--- src/rtl/mesi_snoop_cache.sv ---
// Direct-mapped L1 cache controller with per-line MESI state and a snooping port.
//
// Ports:
//   clock, reset_n                 clock and asynchronous active-low reset
//   cpu_req/we/addr/wdata          processor request, held until cpu_ready
//   cpu_ready/cpu_rdata            one-cycle completion pulse and read data
//   bus_req/bus_gnt                bus arbitration handshake
//   bus_cmd/bus_addr               issued command (0 none, 1 BusRd, 2 BusRdX, 3 BusUpgr)
//   mem_valid/mem_rdata/bus_shared fill response from memory
//   wb_valid/wb_addr/wb_data/wb_ack dirty victim writeback handshake
//   snoop_valid/cmd/addr           another cache's bus command
//   snoop_hit/flush/data           registered snoop response
module mesi_snoop_cache #(
  parameter int unsigned ADDR_W  = 5,
  parameter int unsigned DATA_W  = 8,
  parameter int unsigned INDEX_W = 2
) (
  input  logic              clock,
  input  logic              reset_n,
  input  logic              cpu_req,
  input  logic              cpu_we,
  input  logic [ADDR_W-1:0] cpu_addr,
  input  logic [DATA_W-1:0] cpu_wdata,
  output logic              cpu_ready,
  output logic [DATA_W-1:0] cpu_rdata,
  output logic              bus_req,
  input  logic              bus_gnt,
  output logic [1:0]        bus_cmd,
  output logic [ADDR_W-1:0] bus_addr,
  input  logic              mem_valid,
  input  logic [DATA_W-1:0] mem_rdata,
  input  logic              bus_shared,
  output logic              wb_valid,
  output logic [ADDR_W-1:0] wb_addr,
  output logic [DATA_W-1:0] wb_data,
  input  logic              wb_ack,
  input  logic              snoop_valid,
  input  logic [1:0]        snoop_cmd,
  input  logic [ADDR_W-1:0] snoop_addr,
  output logic              snoop_hit,
  output logic              snoop_flush,
  output logic [DATA_W-1:0] snoop_data
);

  localparam int unsigned LINES = 2 ** INDEX_W;
  localparam int unsigned TAG_W = ADDR_W - INDEX_W;

  localparam logic [1:0] MesiI = 2'd0;
  localparam logic [1:0] MesiS = 2'd1;
  localparam logic [1:0] MesiM = 2'd2;
  localparam logic [1:0] MesiE = 2'd3;

  localparam logic [1:0] CmdNone = 2'd0;
  localparam logic [1:0] CmdRd   = 2'd1;
  localparam logic [1:0] CmdRdX  = 2'd2;
  localparam logic [1:0] CmdUpgr = 2'd3;

  typedef enum logic [2:0] {StIdle, StWb, StArb, StCmd, StFill} fsm_e;

  fsm_e fsm_q, fsm_d;
  logic [1:0]        pend_q, pend_d;
  logic [ADDR_W-1:0] req_addr_q, req_addr_d;
  logic              req_we_q, req_we_d;
  logic [DATA_W-1:0] req_wdata_q, req_wdata_d;
  logic              ready_q, ready_d;
  logic [DATA_W-1:0] rdata_q, rdata_d;
  logic              snp_hit_q, snp_hit_d;
  logic              snp_flush_q, snp_flush_d;
  logic [DATA_W-1:0] snp_data_q, snp_data_d;

  logic [LINES-1:0][1:0]        state_q, state_snp, state_d;
  logic [LINES-1:0][TAG_W-1:0]  tag_q;
  logic [LINES-1:0][DATA_W-1:0] data_q;

  logic               tag_we, data_we;
  logic [INDEX_W-1:0] wr_idx;
  logic [DATA_W-1:0]  wr_data;

  logic [INDEX_W-1:0] cur_idx, req_idx, snp_idx;
  logic [TAG_W-1:0]   cur_tag, req_tag, snp_tag;
  logic               cur_hit, snp_match;

  assign cur_idx = cpu_addr[ADDR_W-1 -: INDEX_W];
  assign cur_tag = cpu_addr[TAG_W-1:0];
  assign req_idx = req_addr_q[ADDR_W-1 -: INDEX_W];
  assign req_tag = req_addr_q[TAG_W-1:0];
  assign snp_idx = snoop_addr[ADDR_W-1 -: INDEX_W];
  assign snp_tag = snoop_addr[TAG_W-1:0];

  assign cur_hit   = (state_q[cur_idx] != MesiI) && (tag_q[cur_idx] == cur_tag);
  assign snp_match = snoop_valid && (snoop_cmd != CmdNone) &&
                     (state_q[snp_idx] != MesiI) && (tag_q[snp_idx] == snp_tag);

  // Snoop update first; the FSM's own line writes are layered on top of it.
  always_comb begin
    state_snp   = state_q;
    snp_hit_d   = 1'b0;
    snp_flush_d = 1'b0;
    snp_data_d  = '0;
    if (snp_match) begin
      snp_hit_d = 1'b1;
      if (state_q[snp_idx] == MesiM && snoop_cmd != CmdUpgr) begin
        snp_flush_d = 1'b1;
        snp_data_d  = data_q[snp_idx];
      end
      state_snp[snp_idx] = (snoop_cmd == CmdRd) ? MesiS : MesiI;
    end
  end

  always_comb begin
    fsm_d       = fsm_q;
    pend_d      = pend_q;
    req_addr_d  = req_addr_q;
    req_we_d    = req_we_q;
    req_wdata_d = req_wdata_q;
    state_d     = state_snp;
    ready_d     = 1'b0;
    rdata_d     = '0;
    tag_we      = 1'b0;
    data_we     = 1'b0;
    wr_idx      = req_idx;
    wr_data     = req_wdata_q;
    case (fsm_q)
      StIdle: begin
        // ready_q masks the still-held request of the transaction just completed;
        // a concurrent snoop stalls the lookup so it sees the updated state.
        if (cpu_req && !ready_q && !snoop_valid) begin
          req_addr_d  = cpu_addr;
          req_we_d    = cpu_we;
          req_wdata_d = cpu_wdata;
          if (cur_hit && !cpu_we) begin
            ready_d = 1'b1;
            rdata_d = data_q[cur_idx];
          end else if (cur_hit && state_q[cur_idx] != MesiS) begin
            ready_d          = 1'b1;
            data_we          = 1'b1;
            wr_idx           = cur_idx;
            wr_data          = cpu_wdata;
            state_d[cur_idx] = MesiM;
          end else if (cur_hit) begin
            pend_d = CmdUpgr;
            fsm_d  = StArb;
          end else if (state_q[cur_idx] == MesiM) begin
            fsm_d = StWb;
          end else begin
            pend_d = cpu_we ? CmdRdX : CmdRd;
            fsm_d  = StArb;
          end
        end
      end
      StWb: begin
        if (wb_ack) begin
          state_d[req_idx] = MesiI;
          pend_d           = req_we_q ? CmdRdX : CmdRd;
          fsm_d            = StArb;
        end
      end
      StArb: begin
        if (bus_gnt) begin
          // An upgrade loses its copy if a snoop invalidated the line while waiting.
          if (pend_q == CmdUpgr && state_snp[req_idx] != MesiS) pend_d = CmdRdX;
          fsm_d = StCmd;
        end
      end
      StCmd: begin
        if (pend_q == CmdUpgr) begin
          data_we          = 1'b1;
          state_d[req_idx] = MesiM;
          ready_d          = 1'b1;
          fsm_d            = StIdle;
        end else begin
          fsm_d = StFill;
        end
      end
      StFill: begin
        if (mem_valid) begin
          tag_we  = 1'b1;
          data_we = 1'b1;
          ready_d = 1'b1;
          fsm_d   = StIdle;
          if (req_we_q) begin
            state_d[req_idx] = MesiM;
          end else begin
            wr_data          = mem_rdata;
            rdata_d          = mem_rdata;
            state_d[req_idx] = bus_shared ? MesiS : MesiE;
          end
        end
      end
      default: fsm_d = StIdle;
    endcase
  end

  always_ff @(posedge clock or negedge reset_n) begin
    if (!reset_n) begin
      fsm_q       <= StIdle;
      pend_q      <= CmdNone;
      req_addr_q  <= '0;
      req_we_q    <= 1'b0;
      req_wdata_q <= '0;
      state_q     <= '0;
      ready_q     <= 1'b0;
      rdata_q     <= '0;
      snp_hit_q   <= 1'b0;
      snp_flush_q <= 1'b0;
      snp_data_q  <= '0;
    end else begin
      fsm_q       <= fsm_d;
      pend_q      <= pend_d;
      req_addr_q  <= req_addr_d;
      req_we_q    <= req_we_d;
      req_wdata_q <= req_wdata_d;
      state_q     <= state_d;
      ready_q     <= ready_d;
      rdata_q     <= rdata_d;
      snp_hit_q   <= snp_hit_d;
      snp_flush_q <= snp_flush_d;
      snp_data_q  <= snp_data_d;
    end
  end

  // Tag and data arrays carry no reset; line validity lives in state_q.
  always_ff @(posedge clock) begin
    if (tag_we)  tag_q[req_idx] <= req_tag;
    if (data_we) data_q[wr_idx] <= wr_data;
  end

  assign cpu_ready   = ready_q;
  assign cpu_rdata   = rdata_q;
  assign bus_req     = (fsm_q == StArb);
  assign bus_cmd     = (fsm_q == StCmd) ? pend_q : CmdNone;
  assign bus_addr    = (fsm_q == StCmd) ? req_addr_q : '0;
  assign wb_valid    = (fsm_q == StWb);
  assign wb_addr     = (fsm_q == StWb) ? {req_idx, tag_q[req_idx]} : '0;
  assign wb_data     = (fsm_q == StWb) ? data_q[req_idx] : '0;
  assign snoop_hit   = snp_hit_q;
  assign snoop_flush = snp_flush_q;
  assign snoop_data  = snp_data_q;

endmodule

--- config.mk ---
export PLATFORM = sky130hd
export DESIGN_NAME = mesi_snoop_cache
export DESIGN_NICKNAME = d
export VERILOG_FILES = /design/src/rtl/mesi_snoop_cache.sv
export SDC_FILE = /design/constraint.sdc
export NUM_CORES = 1
export LEC_CHECK = 0
export CAP_MARGIN = 15
export CORE_UTILIZATION = 55
export CTS_CLUSTER_DIAMETER = 60
export DETAILED_ROUTE_END_ITERATION = 7
export DONT_BUFFER_PORTS = 1
export PLACE_DENSITY = 0.7
export RECOVER_POWER = 50
export SLEW_MARGIN = 20
export SYNTH_ARGS = -nofsm -noshare
export SYNTH_HDL_FRONTEND = slang
export SYNTH_SLANG_ARGS = --single-unit
--- constraint.sdc ---
create_clock -name clock -period 4.5 [get_ports clock]
set_clock_uncertainty 0.05 [all_clocks]
set_input_delay 0 -clock clock [delete_from_list [all_inputs] [get_ports clock]]
set_output_delay 0 -clock clock [all_outputs]
set_load 0.03 [all_outputs]
# Yosys cells after proc, flatten, opt, wreduce, memory -nomap -nowiden

Index checks and enable logic that the tools add are counted.

Bits in registers: 90
Latch bits: 0
Memory bits (writable): 0
ROM bits: 0
Bits of input ports: 37
Word-level logic and storage cells: 182
Memories: 0

Add/subtract/negate cells: 0
$mul: 0
Divide/modulo/power cells: 0
Magnitude comparators: 8
Eq/ne operators: 21
Shift-type cells: 0
Multiplexer cells: 98
Bitwise gates (word level): 8
Reduce and logical (&&, ||, !) cells: 25

Operators with widths:

| kind                                                                                 | number |
|---|---|
| 8-bit two-way mux                                                                    | 24 |
| 8-bit binary-select mux with 2-bit select                                            | 3 |
| 2-bit two-way mux                                                                    | 24 |
| 3-bit two-way mux                                                                    | 11 |
| 32-bit bitwise mux                                                                   | 1 |
| 8-bit one-hot mux with 2 select lines                                                | 2 |
| 8-bit one-hot mux with 4 select lines                                                | 1 |
| 3-bit binary-select mux with 2-bit select                                            | 3 |
| 8-bit bitwise mux                                                                    | 2 |
| 8-bit demux with 2-bit select                                                        | 1 |
| 3-bit one-hot mux with 5 select lines                                                | 1 |
| 1-bit logical AND                                                                    | 14 |
| 2-bit binary-select mux with 2-bit select                                            | 3 |
| 12-bit bitwise mux                                                                   | 1 |
| 2-bit demux with 2-bit select                                                        | 3 |
| 2-bit by 3-bit < comparator with 1-bit output (second input constant)                | 4 |
| 1-bit two-way mux                                                                    | 12 |
| 5-bit two-way mux                                                                    | 2 |
| 2-bit by 1-bit inequality test with 1-bit output (second input constant)             | 5 |
| 2-bit inequality test (second input constant)                                        | 5 |
| 4-bit bitwise AND                                                                    | 2 |
| 8-bit bitwise AND                                                                    | 1 |
| 2-bit by 1-bit greater-or-equal comparator with 1-bit output (second input constant) | 4 |
| 4-bit NOT                                                                            | 2 |
| other kinds (19)                                                                     | 29 |

# Logic depth before layout (Yosys ltp)

Depth in word-level cells: 14
Mapped depth: 9

# Worst setup path before layout

No wires, ideal clock.

Path type: register to register
Start point: register ready_q, in the netlist cpu_ready
End point: register data_q[10] (netlist bit) (enable)
Setup time: 376 ps
Arrival time: 2362 ps
Path slack: 1712 ps
Cell stages (with the launch flop): 6
Period minus slack after synthesis: 2788 ps
Cells stage by stage: dfrtp_1 > or3b_2 > or3_1 > clkbuf_1 > or3_1 > o22ai_1

Cells in the longest elaborated chain, start to end: 5

RTL lines:

| element                               | line | RTL |
|---|---|---|
| start: declaration                    | 65   | `logic ready_q, ready_d;` |
| start signal: assignment              | 214  | `ready_q <= ready_d;` |
| 1-bit zero test                       | 127  | `if (cpu_req && !ready_q && !snoop_valid) begin` |
| 1-bit logical AND (2 in series)       | 127  |  |
| 1-bit two-way mux                     | 127  |  |
| 1-bit one-hot mux with 3 select lines | 123  | `case (fsm_q)` |
| end signal: indexed assignment        | 225  | `if (data_we) data_q[wr_idx] <= wr_data;` |
| end: declaration                      | 73   | `logic [LINES-1:0][DATA_W-1:0] data_q;` |

No other way between the ends.
A chain may end at the register's enable or synchronous reset.

# Final worst setup path

Start point: register fsm_q[1]
End point: register data_q[15] (netlist bit) (enable)

Cells in the longest elaborated chain, start to end: 2

RTL lines:

| element                                 | line | RTL |
|---|---|---|
| start: declaration                      | 60   | `fsm_e fsm_q, fsm_d;` |
| start signal: assignment                | 196  | `fsm_q <= StIdle;` |
| start signal: assignment                | 208  | `fsm_q <= fsm_d;` |
| 3-bit == test (tied with other cells)   | 123  |  |
| 1-bit one-hot mux with 3 select lines * | 123  |  |

Every way passes the cells marked *; elsewhere a longest branch is shown, timed or not.

==> run metrics <==
run status finished with violations; failing checks capacitance limit, slew limit; Cell variety after synth 59; Area Growth Syn to Fin 11.65%; top-area cell type share of the netlist area 25.31%; IO Count 78; pwr/cell area 520.6 nW/um^2; CORE AREA 9196 um^2; share of cells above drive strength 1 15.97%; TritonCTS Buffers 9; setup bufs post-CTS 0; Inserted Diodes 0; crit path DAT 3.49 ns; pin count of the biggest net entering global routing 47; top_reg_cell synth dfrtp_1; Worst-Margin Slew 2.602 ns; clock-pin slew on the worst setup and hold paths 0.09 ns; post-synth top area cell edfxtp_1; Setup violations, final 0; sequential area share after synthesis 47.35%; H-tree Lvls 3; Remaining DRCs 0; clk root buf clkbuf_8; initial antenna violation count 0; Die Span X 99.44 um; synthesized area 5221 um^2; gr ovfl total 0; Slew Limit Fails 47; nets 508; EDFF count, synth 44; Vias 4,009; Filler Cells Inserted 706; die footprint 9887 um^2; final hold violation count 0; final period utilization 78.75%; hold_buf cts 38; flops & latches, synth 90; final WL 13,700 um; most frequent cells in the layout dfrtp_1, edfxtp_1, nand2_1; Critical Path End Type register; sequential cell area 2472 um^2; post-synth net total 484; gp weighted congestion 0.9153; hpwl dp 9331 um; final antenna-violating net count 0; setup TNS 0 ns; WS Path Type reg2reg; CP Launch Type register; Initial DRT Pass Iterations 5; fmax 282.2 MHz; CP required 4.44 ns; vias in the first global route 3,849; Max Cap Violations 1; multi-input logic area 2565 um^2; starting density of the core 56.78%; cell count after synthesis 447; CTS sink cnt 90; Die Y-Extent 99.44 um; post-detailed-route wirelength per cell 23.34 um; post_cts resized 0; Async S/R FF share, synth 51.11%; worst hold slack 0.01877 ns; global-route wire length before repair 21,420 um; CTS tree built; VDD IR-drop max 0.0002849 V; Port-buffer cells 0; Final min period 3.544 ns; DR iter-0 viols 408; RSZ-0062 raised after global routing no; peak fanout along the critical path 18; commonest non-fill, non-tap cell in the layout dfrtp_1; Max-slew headroom -73.47%; synth warn 0; number of core rows 35; P_leak 2.222 nW; clk buf depth 2; Via-to-Cell Ratio 6.830; global-route usage over all layers 29.49%; average cell area after synthesis 11.68 um^2; Hold Crit Class in2reg; main area contributors after synthesis edfxtp_1, dfrtp_1, mux4_2; clk_lat worst skew 0.37 ns
==> state kept, by name, summed over array words and instances, names as in the netlist <==
name,count
state_q,8
fsm_q,3
req_addr_q,5
cpu_rdata,8
snoop_data,8
req_wdata_q,8
data_q,32
tag_q,12
snoop_flush,1
pend_q,2
cpu_ready,1
req_we_q,1
snoop_hit,1
==> path summary, 6_finish.rpt <==
kind,endpoint,depth (start not counted),startpoint,slack (ns)
worst max-delay path,data_q[15]$_DFFE_PP_,4,fsm_q[1]$_DFFE_PN0P_,0.96
worst min-delay path,cpu_rdata[5]$_DFF_PN0_,3,cpu_addr[4],0.02
worst max register to register,data_q[15]$_DFFE_PP_,4,fsm_q[1]$_DFFE_PN0P_,0.96
worst min register to register,req_wdata_q[6]$_DFFE_PN0P_,1,req_wdata_q[6]$_DFFE_PN0P_,0.47
max in group asynchronous,req_addr_q[0]$_DFFE_PN0P_,2,reset_n,1.98
min in group asynchronous,snoop_data[6]$_DFF_PN0_,2,reset_n,0.92
==> worst max-delay path, stage by stage (launching register included) <==
cell and delay (ns):
dfrtp_1 0.55, or2_0 0.50, or3_1 0.78, or3_1 0.52, o22ai_1 0.76
==> report_power, final <==
group          switching [W]  internal, W  total [W]
clock network       0.000297     0.000276   0.000573
logic               0.000661     0.000488    0.00115
registers           0.000239      0.00107    0.00131
total                0.00120      0.00184    0.00303
==> cell usage after synthesis (4+ instances only) <==
master,n
o221ai_1,5
a31oi_1,4
nor2_1,30
a21oi_1,21
o21ai_0,20
mux2_2,17
nand3_1,10
mux4_1,5
a22oi_1,6
buf_1,5
nor2b_1,13
nand2b_1,9
or3_1,4
clkbuf_1,16
mux4_2,29
nand2_1,41
mux2i_1,8
inv_1,17
nor3_1,7
and2_1,20
o211ai_1,6
o22ai_1,10
dfrtp_1,46
edfxtp_1,44
==> cell type report <==
type	count	share of cell area, %
tap	111	2.382
sequential	90	42.41
timing repair buffer	39	6.546
clock buffer	11	2.425
multi-input combinational	313	44.00
clock inverter	5	1.073
inverter	18	1.159
==> per-layer routing <==
| metal | track usage (%) | wire length [um] | up-vias |
|---|---|---|---|
| li1 | - | - | 1735 |
| met1 | 43.08 | 5793 | 1984 |
| met2 | 44.23 | 6155 | 256 |
| met3 | 7.027 | 1467 | 34 |
| met4 | 8.710 | 285 | 0 |
| met5 | 0 | 0 | - |
==> per-stage QoR <==
stage                     power, W  setup WS, ns  std cells  utilization (%)  instance area (um^2)
after floorplan           0.002148         1.712        447                -                  5221
after global placement    0.002369         1.209        533            57.14                  5255
after detailed placement  0.002404         1.087        533            57.14                  5255
after CTS                 0.003013         1.072        587            63.69                  5857
after global routing      0.003184        0.8081        587            63.39                  5829
final                     0.003035        0.9562        587            63.39                  5829
==> logic make-up (layout without fill, tap and decap cells) <==
group	after synthesis	in the layout	synth area share [%]
xor+xnor	9	9	1.941
mux	60	60	20.51
simple gates	149	149	14.76
buf+inv	44	73	3.451
flops	90	90	47.35
compound gates	95	95	11.98
Note: power is estimated with default switching activity, not from simulation.
